$ cat config.mk
export PLATFORM = sky130hd
export DESIGN_NAME = fila_param
export DESIGN_NICKNAME = d
export VERILOG_FILES = /design/src/rtl/fila_param.sv
export SDC_FILE = /design/constraint.sdc
export NUM_CORES = 1
export LEC_CHECK = 0
export ABC_AREA = 1
export BUFFER_PORTS_ARGS = -buffer_cell sky130_fd_sc_hd__buf_2
export CAP_MARGIN = 40
export CELL_PAD_IN_SITES_DETAIL_PLACEMENT = 1
export CELL_PAD_IN_SITES_GLOBAL_PLACEMENT = 1
export CORE_MARGIN = 2
export CORE_UTILIZATION = 46
export DETAILED_ROUTE_END_ITERATION = 7
export PLACE_DENSITY = 0.85
export SKIP_LAST_GASP = 1
export SYNTH_ARGS = -nofsm -noshare
export SYNTH_HDL_FRONTEND = slang
export SYNTH_SLANG_ARGS = --single-unit
export TNS_END_PERCENT = 1
$ cat constraint.sdc
create_clock -name clk_10KHz -period 2.56 [get_ports clk_10KHz]
set_input_delay 0.256 -clock clk_10KHz [delete_from_list [all_inputs] [get_ports clk_10KHz]]
set_output_delay 0.256 -clock clk_10KHz [all_outputs]
set_load 0.02 [all_outputs]
$ cat src/rtl/fila_param.sv
// rtl/fila_param.sv - parametrised circular-buffer FIFO with status/sticky flags, flush and edge-qualified commands
module fila_param #(
    parameter int WIDTH     = 8,
    parameter int DEPTH     = 8,
    parameter int AF_LEVEL  = DEPTH - 1,
    parameter int EDGE_MODE = 1,
    localparam int LEN_W    = $clog2(DEPTH + 1)
) (
    input  logic             clk_10KHz,
    input  logic             reset,
    input  logic [WIDTH-1:0] data_in,
    input  logic             enqueue_in,
    input  logic             dequeue_in,
    input  logic             clear_in,
    output logic [WIDTH-1:0] data_out,
    output logic             data_valid,
    output logic [LEN_W-1:0] len_out,
    output logic             empty,
    output logic             full,
    output logic             almost_full,
    output logic             overflow,
    output logic             underflow
);

    localparam int PTR_W = (DEPTH > 1) ? $clog2(DEPTH) : 1;

    logic [WIDTH-1:0] mem [DEPTH];
    logic [PTR_W-1:0] rd_ptr;
    logic [PTR_W-1:0] wr_ptr;
    logic [LEN_W-1:0] count;
    logic             enqueue_q;
    logic             dequeue_q;
    logic             enq_evt;
    logic             deq_evt;
    logic             do_enq;
    logic             do_deq;
    logic [PTR_W-1:0] rd_ptr_next;
    logic [PTR_W-1:0] wr_ptr_next;

    // Edge mode turns a held button into a single event on its rising edge
    assign enq_evt = (EDGE_MODE != 0) ? (enqueue_in & ~enqueue_q) : enqueue_in;
    assign deq_evt = (EDGE_MODE != 0) ? (dequeue_in & ~dequeue_q) : dequeue_in;

    // A read needs data present; a write needs room, or a read freeing a slot in the same edge
    assign do_deq = deq_evt && (count != '0);
    assign do_enq = enq_evt && ((count != LEN_W'(DEPTH)) || do_deq);

    // Pointers wrap explicitly so DEPTH need not be a power of two
    assign rd_ptr_next = (rd_ptr == PTR_W'(DEPTH - 1)) ? '0 : rd_ptr + 1'b1;
    assign wr_ptr_next = (wr_ptr == PTR_W'(DEPTH - 1)) ? '0 : wr_ptr + 1'b1;

    assign len_out     = count;
    assign empty       = (count == '0);
    assign full        = (count == LEN_W'(DEPTH));
    assign almost_full = (count >= LEN_W'(AF_LEVEL));

    // Storage array; contents are don't-care after reset so it carries no reset
    always_ff @(posedge clk_10KHz) begin
        if (reset && !clear_in && do_enq) begin
            mem[wr_ptr] <= data_in;
        end
    end

    // Control state: edge registers, pointers, occupancy, read port and sticky errors
    always_ff @(posedge clk_10KHz) begin
        enqueue_q <= enqueue_in;
        dequeue_q <= dequeue_in;
        if (!reset) begin
            rd_ptr     <= '0;
            wr_ptr     <= '0;
            count      <= '0;
            data_out   <= '0;
            data_valid <= 1'b0;
            overflow   <= 1'b0;
            underflow  <= 1'b0;
        end else if (clear_in) begin
            rd_ptr     <= '0;
            wr_ptr     <= '0;
            count      <= '0;
            data_valid <= 1'b0;
            overflow   <= 1'b0;
            underflow  <= 1'b0;
        end else begin
            data_valid <= do_deq;
            if (do_deq) begin
                data_out <= mem[rd_ptr];
                rd_ptr   <= rd_ptr_next;
            end
            if (do_enq) begin
                wr_ptr <= wr_ptr_next;
            end
            count <= count + LEN_W'(do_enq) - LEN_W'(do_deq);
            if (enq_evt && !do_enq) begin
                overflow <= 1'b1;
            end
            if (deq_evt && !do_deq) begin
                underflow <= 1'b1;
            end
        end
    end

endmodule

==> results of run 1 <==
[Yosys cell counts (all sizes together)]
| library cell | instances |
|---|---|
| xor2 | 1 |
| nor2 | 24 |
| a211oi | 1 |
| edfxtp | 64 |
| o21ai | 3 |
| nand3 | 52 |
| buf | 11 |
| fa | 1 |
| nand2 | 106 |
| nor3b | 1 |
| a21oi | 16 |
| nand4 | 2 |
| ha | 10 |
| dfxtp | 23 |
| clkbuf | 1 |
| inv | 68 |
[repair_timing]
item / 4_1_cts / 5_1_grt
gates resized for setup: 0 / 0
endpoints found under the hold margin: 2 / 0
hold buffers: 2 / 0
[critical path: cells and delay by family (launching register included)]
| kind | cells | cell delay (ns) |
|---|---|---|
| flops | 1 | 0.36 |
| simple gates | 5 | 0.64 |
| xor+xnor | 1 | 0.17 |
| fa+ha+maj | 3 | 0.74 |
| buf+inv | 3 | 0.21 |
[state kept, by name (all words and copies together) (netlist names)]
register    flops
wr_ptr          3
len_out         4
data_valid      1
rd_ptr          3
overflow        1
underflow       1
mem            64
enqueue_q       1
data_out        8
dequeue_q       1
[layout make-up]
cell class	count	area, sq um	share of cell area
well taps	105	131.4	0.03067
repair buffers	42	245.2	0.05724
clock buffers	11	152.6	0.03563
flip-flops and latches	87	2382	0.5561
clock inverters	5	38.79	0.009054
multi-input cells	217	1076	0.2512
inverters	68	257.7	0.06016
[power by group through the flow]
| stage | Clock [uW] | Combinational (uW) | Sequential, uW |
|---|---|---|---|
| 6_report | 921 | 134 | 1530 |
| 5_1_grt | 998 | 149 | 1530 |
| 4_1_cts | 946 | 134 | 1530 |
| 3_5_place_dp | 0 | 130 | 1560 |
| 3_3_place_gp | 0 | 122 | 1560 |
| 2_1_floorplan | 0 | 76.2 | 1570 |
[logic make-up after synthesis]
group / Yosys count / share of synthesized area
AOI/OAI and AO/OA: 20 / 0.02798
xor gates and xnor gates: 1 / 0.002305
adders and majority gates: 11 / 0.03818
buffers and inverters: 80 / 0.09019
DFF: 87 / 0.6267
and+or+nand+nor: 185 / 0.2146
[per-stage QoR]
| step | std cells | power (uW) | utilization | setup WS [ns] |
|---|---|---|---|---|
| global route | 535 | 2677 | 0.5294 | 0.1759 |
| floorplan | 384 | 1641 | - | 0.3718 |
| CTS | 535 | 2609 | 0.5294 | 0.3494 |
| finish | 535 | 2584 | 0.5294 | 0.3474 |
| global placement | 517 | 1683 | 0.5032 | 0.5051 |
| detailed placement | 517 | 1692 | 0.5032 | 0.3723 |
[layer usage]
layer | GRT usage | wire length (microns)
met5 | 0 | 0
met3 | 0.04629 | 382
met1 | 0.2556 | 3671
met2 | 0.3818 | 4742
met4 | 0.09662 | 142
[final timing paths]
kind                                  start     endpoint  slack (ns)  cells after the start
worst max-delay path             len_out[2]   len_out[2]        0.35                     12
worst max register to register   len_out[2]   len_out[2]        0.35                     12
worst min register to register  data_out[6]  data_out[6]        0.47                      2
worst min-delay path             data_in[2]    mem[7][2]        0.16                      1
==> flow_metrics.py, run 1 <==
metrics = {
    "outcome": {
        "run_status": "finished clean",
    },
    "detailed_routing": {
        "vias": 2658,
        "detail_route.wl_per_cell_microns": 16.71,
        "remaining_drc_errors": 0,
        "routed_wirelength_mm": 8.939,
        "dr.pass1.iters": 4,
        "post_route_ant_nets": 0,
        "post_drt_via_cell_ratio": 4.968,
        "detailedRoute.firstIterationViolations": 211,
    },
    "layout": {
        "drive_gt1_frac": 0.1698,
        "diodes": 0,
        "layout.filler_cells": 941,
        "layout_commonest_cell": "sky130_fd_sc_hd__nand2_1",
        "stdcell_area_sq_mm": 0.004284,
        "area_delta_synth_final_pct": 12.71,
        "mostFrequentLayoutCells": "sky130_fd_sc_hd__nand2_1, sky130_fd_sc_hd__edfxtp_1, sky130_fd_sc_hd__inv_1",
        "fin_nets": 449,
    },
    "synth": {
        "cells_taking_the_most_area_after_synthesis": "sky130_fd_sc_hd__edfxtp_1, sky130_fd_sc_hd__dfxtp_1, sky130_fd_sc_hd__nand2_1",
        "synth_sequential_area_ratio": 0.6267,
        "yosys_warnings": 0,
        "synthCells": 384,
        "postSynthAreaPerCell_sq_um": 9.899,
        "yosys.area.top_type": "sky130_fd_sc_hd__edfxtp_1",
        "post_synth_instance_area_sq_mm": 0.003801,
        "postSynthNetCount": 408,
        "yosys.area.top_type_share": 0.5056,
        "yosysUniqueCellTypes": 25,
        "synth-seq-cells": 87,
    },
    "power": {
        "p_switching_uw": 602.3,
        "power_density_over_the_cells_mw_per_mm2": 603.1,
        "cellLeakagePower_uw": 0.001828,
        "clock_power_share": 0.356,
        "net_switching_fraction_of_the_power": 0.2331,
        "cellInternalPower_uw": 1981,
        "power_frac_comb": 0.052,
        "p_seq_frac": 0.592,
        "max-vdd-ir-drop_uv": 369.4,
    },
    "floorplan": {
        "initial_utilization": 0.4697,
        "die_area_sq_mm": 0.009007,
        "boundaryPins": 31,
        "core.rowCount": 33,
        "dieWidth_microns": 94.91,
        "core_area_sq_mm": 0.008093,
        "die_height_microns": 94.91,
    },
    "placed_design": {
        "dp_hpwl_mm": 5.819,
        "placer_congestion": 0.7951,
        "port_buffers": 30,
        "place_area_sq_mm": 0.004073,
    },
    "sta": {
        "max_slew.worst_pin.slew_ns": 0.5239,
        "timing.final.max_slew_violations": 0,
        "clock-skew-final_ns": 0.01698,
        "grt_setup_unrepaired": "no",
        "final_report_hold_violation_count": 0,
        "post-route-period-util": 0.8643,
        "slew-limit-headroom": 0.6503,
        "achievable-frequency_mhz": 451.9,
        "fin_crit_ns": 2.213,
        "finalSetupTns_ns": 0,
        "report.final.setup_viol": 0,
        "holdWs_ns": 0.1613,
    },
    "clocking": {
        "tritoncts": "done",
        "cts_max_path_buffers": 2,
        "path_clk_slew_ns": 0.09,
        "cts_post_setup_buffers_inserted": 0,
        "numCtsBuffers": 9,
        "worstSkewPairLatency_ns": 0.36,
        "htree_num_levels": 3,
        "clock_tree_root_buffer_cell": "sky130_fd_sc_hd__clkbuf_8",
        "clock_sink_count": 87,
    },
    "grt": {
        "number_of_antenna_violations_at_the_first_check_in_global_routing": 0,
        "grt_start_max_net_pins": 34,
        "wire_length_of_the_first_global_routing_pass_mm": 14.26,
        "grt_overflow_total": 0,
        "vias_in_the_first_global_route": 2889,
        "grt_usage": 0.2175,
    },
    "worst_setup_path": {
        "worst_path_max_delay_cell": "sky130_fd_sc_hd__fa_1",
        "critPathMaxStageDelay_ns": 0.39,
        "cp_cell_sequence": "inv_1 > ha_1 > nand2_1 > nand2_2 > nor2_2 > inv_2 > nand2_1 > ha_1 > inv_1 > fa_1 > xor2_1 > nor2_1",
        "timing.critical_path.required_ns": 2.81,
        "arrival_ns": 2.46,
        "critical_path.max_fanout": 12,
        "path_class": "reg2reg",
        "critPathLaunchType": "register",
        "cp-end-kind": "register",
    },
    "min_path": {
        "class_of_the_tightest_hold_or_removal_check": "in2reg",
    },
    "flow_run": {
        "cap_viol_max_count": 0,
    },
}
No activity file was read; power rests on OpenSTA's default activity.
==> inputs of run 2 (changes only) <==
- CELL_PAD_IN_SITES_DETAIL_PLACEMENT: 1 -> 2
- CELL_PAD_IN_SITES_GLOBAL_PLACEMENT: 1 -> 2
- CORE_UTILIZATION: 46 -> 38
- clock period: 2.56 -> 2.3 ns (I/O delays scaled with it)
==> run 2 against run 1 <==
Net effect: first-iteration DRC count down 45%; critical path depth up 1; power up 14%; core utilization down 8.1 points; clock-buffer cell count down 2; setup slack worse by 0.18 ns; via count up 5.0%; clock power up 17%; largest power group unchanged; clock skew down 0.0064 ns; hold slack worse by 0.019 ns; final cell count up 6.0%.
==> flow_metrics.py, run 2 (synthesis gave the netlist of run 1 again) <==
metrics = {
    "outcome": {
        "run_status": "finished clean",
    },
    "layout": {
        "largest_register_ffs": 64,
        "mostFrequentLayoutCells": "sky130_fd_sc_hd__nand2_1, sky130_fd_sc_hd__edfxtp_1, sky130_fd_sc_hd__inv_1",
        "diodes": 0,
        "stdcell_area_sq_mm": 0.004362,
        "max_flop_register": "mem",
        "area_delta_synth_final_pct": 14.75,
        "layout.filler_cells": 1070,
        "layout_commonest_cell": "sky130_fd_sc_hd__nand2_1",
        "drive_gt1_frac": 0.1820,
        "fin_nets": 453,
    },
    "worst_setup_path": {
        "timing.critical_path.required_ns": 2.55,
        "cp-end-kind": "register",
        "critPathLaunchType": "input port",
        "rr_startpoint": "len_out[3]",
        "worst-r2r-cell-count": 12,
        "worst_path_max_delay_cell": "sky130_fd_sc_hd__dlygate4sd3_1",
        "arrival_ns": 2.38,
        "path_class": "in2reg",
        "register_to_register_setup_slack_ns": 0.17,
        "critical_path.max_fanout": 5,
        "cp_cell_sequence": "dlygate4sd3_1 > buf_2 > inv_1 > nor2_1 > nand2_2 > nand2_4 > nand3_1 > nand2_1 > ha_1 > inv_1 > fa_1 > xor2_1 > nor2_1",
        "critPathMaxStageDelay_ns": 0.53,
        "critical_path.endpoint": "len_out[2]",
        "reg2reg_to": "len_out[2]",
        "timing.critical_path.from": "dequeue_in",
    },
    "floorplan": {
        "die_area_sq_mm": 0.01082,
        "die_height_microns": 104.0,
        "boundaryPins": 31,
        "initial_utilization": 0.3907,
        "core.rowCount": 36,
        "dieWidth_microns": 104.0,
        "core_area_sq_mm": 0.009729,
    },
    "grt": {
        "grt_usage": 0.2135,
        "grt_start_max_net_pins": 34,
        "number_of_antenna_violations_at_the_first_check_in_global_routing": 0,
        "vias_in_the_first_global_route": 3119,
        "grt_overflow_total": 0,
        "wire_length_of_the_first_global_routing_pass_mm": 17.28,
    },
    "min_path": {
        "class_of_the_tightest_hold_or_removal_check": "in2reg",
    },
    "sta": {
        "fin_crit_ns": 2.131,
        "report.final.setup_viol": 0,
        "achievable-frequency_mhz": 469.4,
        "clock-skew-final_ns": 0.01056,
        "post-route-period-util": 0.9263,
        "finalSetupTns_ns": 0,
        "slew-limit-headroom": 0.6264,
        "final_report_hold_violation_count": 0,
        "max_slew.worst_pin.slew_ns": 0.5596,
        "grt_setup_unrepaired": "no",
        "timing.final.max_slew_violations": 0,
    },
    "clocking": {
        "cts_post_setup_buffers_inserted": 0,
        "numCtsBuffers": 9,
        "tritoncts": "done",
        "worstSkewPairLatency_ns": 0.36,
        "path_clk_slew_ns": 0.09,
        "clock_sink_count": 87,
        "cts_max_path_buffers": 2,
        "htree_num_levels": 3,
        "clock_tree_root_buffer_cell": "sky130_fd_sc_hd__clkbuf_8",
    },
    "power": {
        "cellLeakagePower_uw": 0.001853,
        "total_power_uw": 2942,
        "max-vdd-ir-drop_uv": 333.5,
        "power_density_over_the_cells_mw_per_mm2": 674.5,
    },
    "detailed_routing": {
        "dr.pass1.iters": 4,
        "post_route_ant_nets": 0,
        "remaining_drc_errors": 0,
        "route.top_layer_used": "met4",
        "post_drt_via_cell_ratio": 4.924,
        "detailedRoute.firstIterationViolations": 116,
        "route.met3.wl_microns": 362,
        "detail_route.wirelength.met1_mm": 4.606,
        "routed_wirelength_mm": 10.88,
        "met2WireLength_mm": 5.649,
        "vias": 2792,
        "detail_route.wl_per_cell_microns": 19.19,
    },
    "placed_design": {
        "place_area_sq_mm": 0.004138,
        "placer_congestion": 0.7972,
        "port_buffers": 30,
        "dp_hpwl_mm": 7.622,
    },
    "flow_run": {
        "cap_viol_max_count": 0,
    },
}
-- run 2: how the worst min path moves through the flow --
stage	slack (ns)	startpoint	end	cells past startpoint
3_5_place_dp	0.35	dequeue_in	dequeue_q	1
4_1_cts	0.14	data_in[0]	mem[3][0]	1
5_1_grt	0.14	data_in[0]	mem[5][0]	1
6_report	0.14	data_in[0]	mem[3][0]	1
3_3_place_gp	0.35	dequeue_in	dequeue_q	1
2_1_floorplan	0.26	dequeue_in	dequeue_q	0
-- run 2: layout make-up --
cell class,count,area [sq um],share of cell area
tap,133,166.4,0.03815
timing repair buffer,46,275.3,0.06311
clock inverter,7,73.82,0.01692
sequential,87,2384,0.5465
clock buffer,9,123.9,0.02840
multi-input combinational,217,1081,0.2478
inverter,68,257.7,0.05909
-- run 2: through the flow --
step	setup WS (ns)	hold slack (ns)	cells	util
6_report	0.1694	0.1427	567	0.4483
5_1_grt	0.02043	0.1357	567	0.4483
4_1_cts	0.1477	0.1368	567	0.4477
3_5_place_dp	0.1623	0.3539	549	0.4253
3_3_place_gp	0.3425	0.3455	549	0.4253
2_1_floorplan	0.1118	0.2577	384	-
-- run 2: metal layers --
| layer | vias to the layer above | GRT usage |
|---|---|---|
| li1 | 1317 | - |
| met1 | 1399 | 0.2599 |
| met5 | - | 0 |
| met2 | 54 | 0.3755 |
| met3 | 22 | 0.03759 |
| met4 | 0 | 0.08494 |
-- run 2: critical path, delay by kind of cell --
family	cells	cell delay [ns]
xor gates and xnor gates	1	0.20
adders and majority gates	2	0.53
buffers and inverters	4	0.74
and+or+nand+nor	6	0.68
-- run 2: repair_timing --
action,CTS,global route
endpoints found under the hold margin,2,0
gates resized for setup,0,2
setup endpoints to repair,0,1
hold buffers,2,0
-- run 2: power breakdown --
part	switching, uW	total (uW)	internal (uW)
clock	576	1080	504
combinational	111	161	50.8
sequential	9.91	1700	1690
total	696	2940	2250
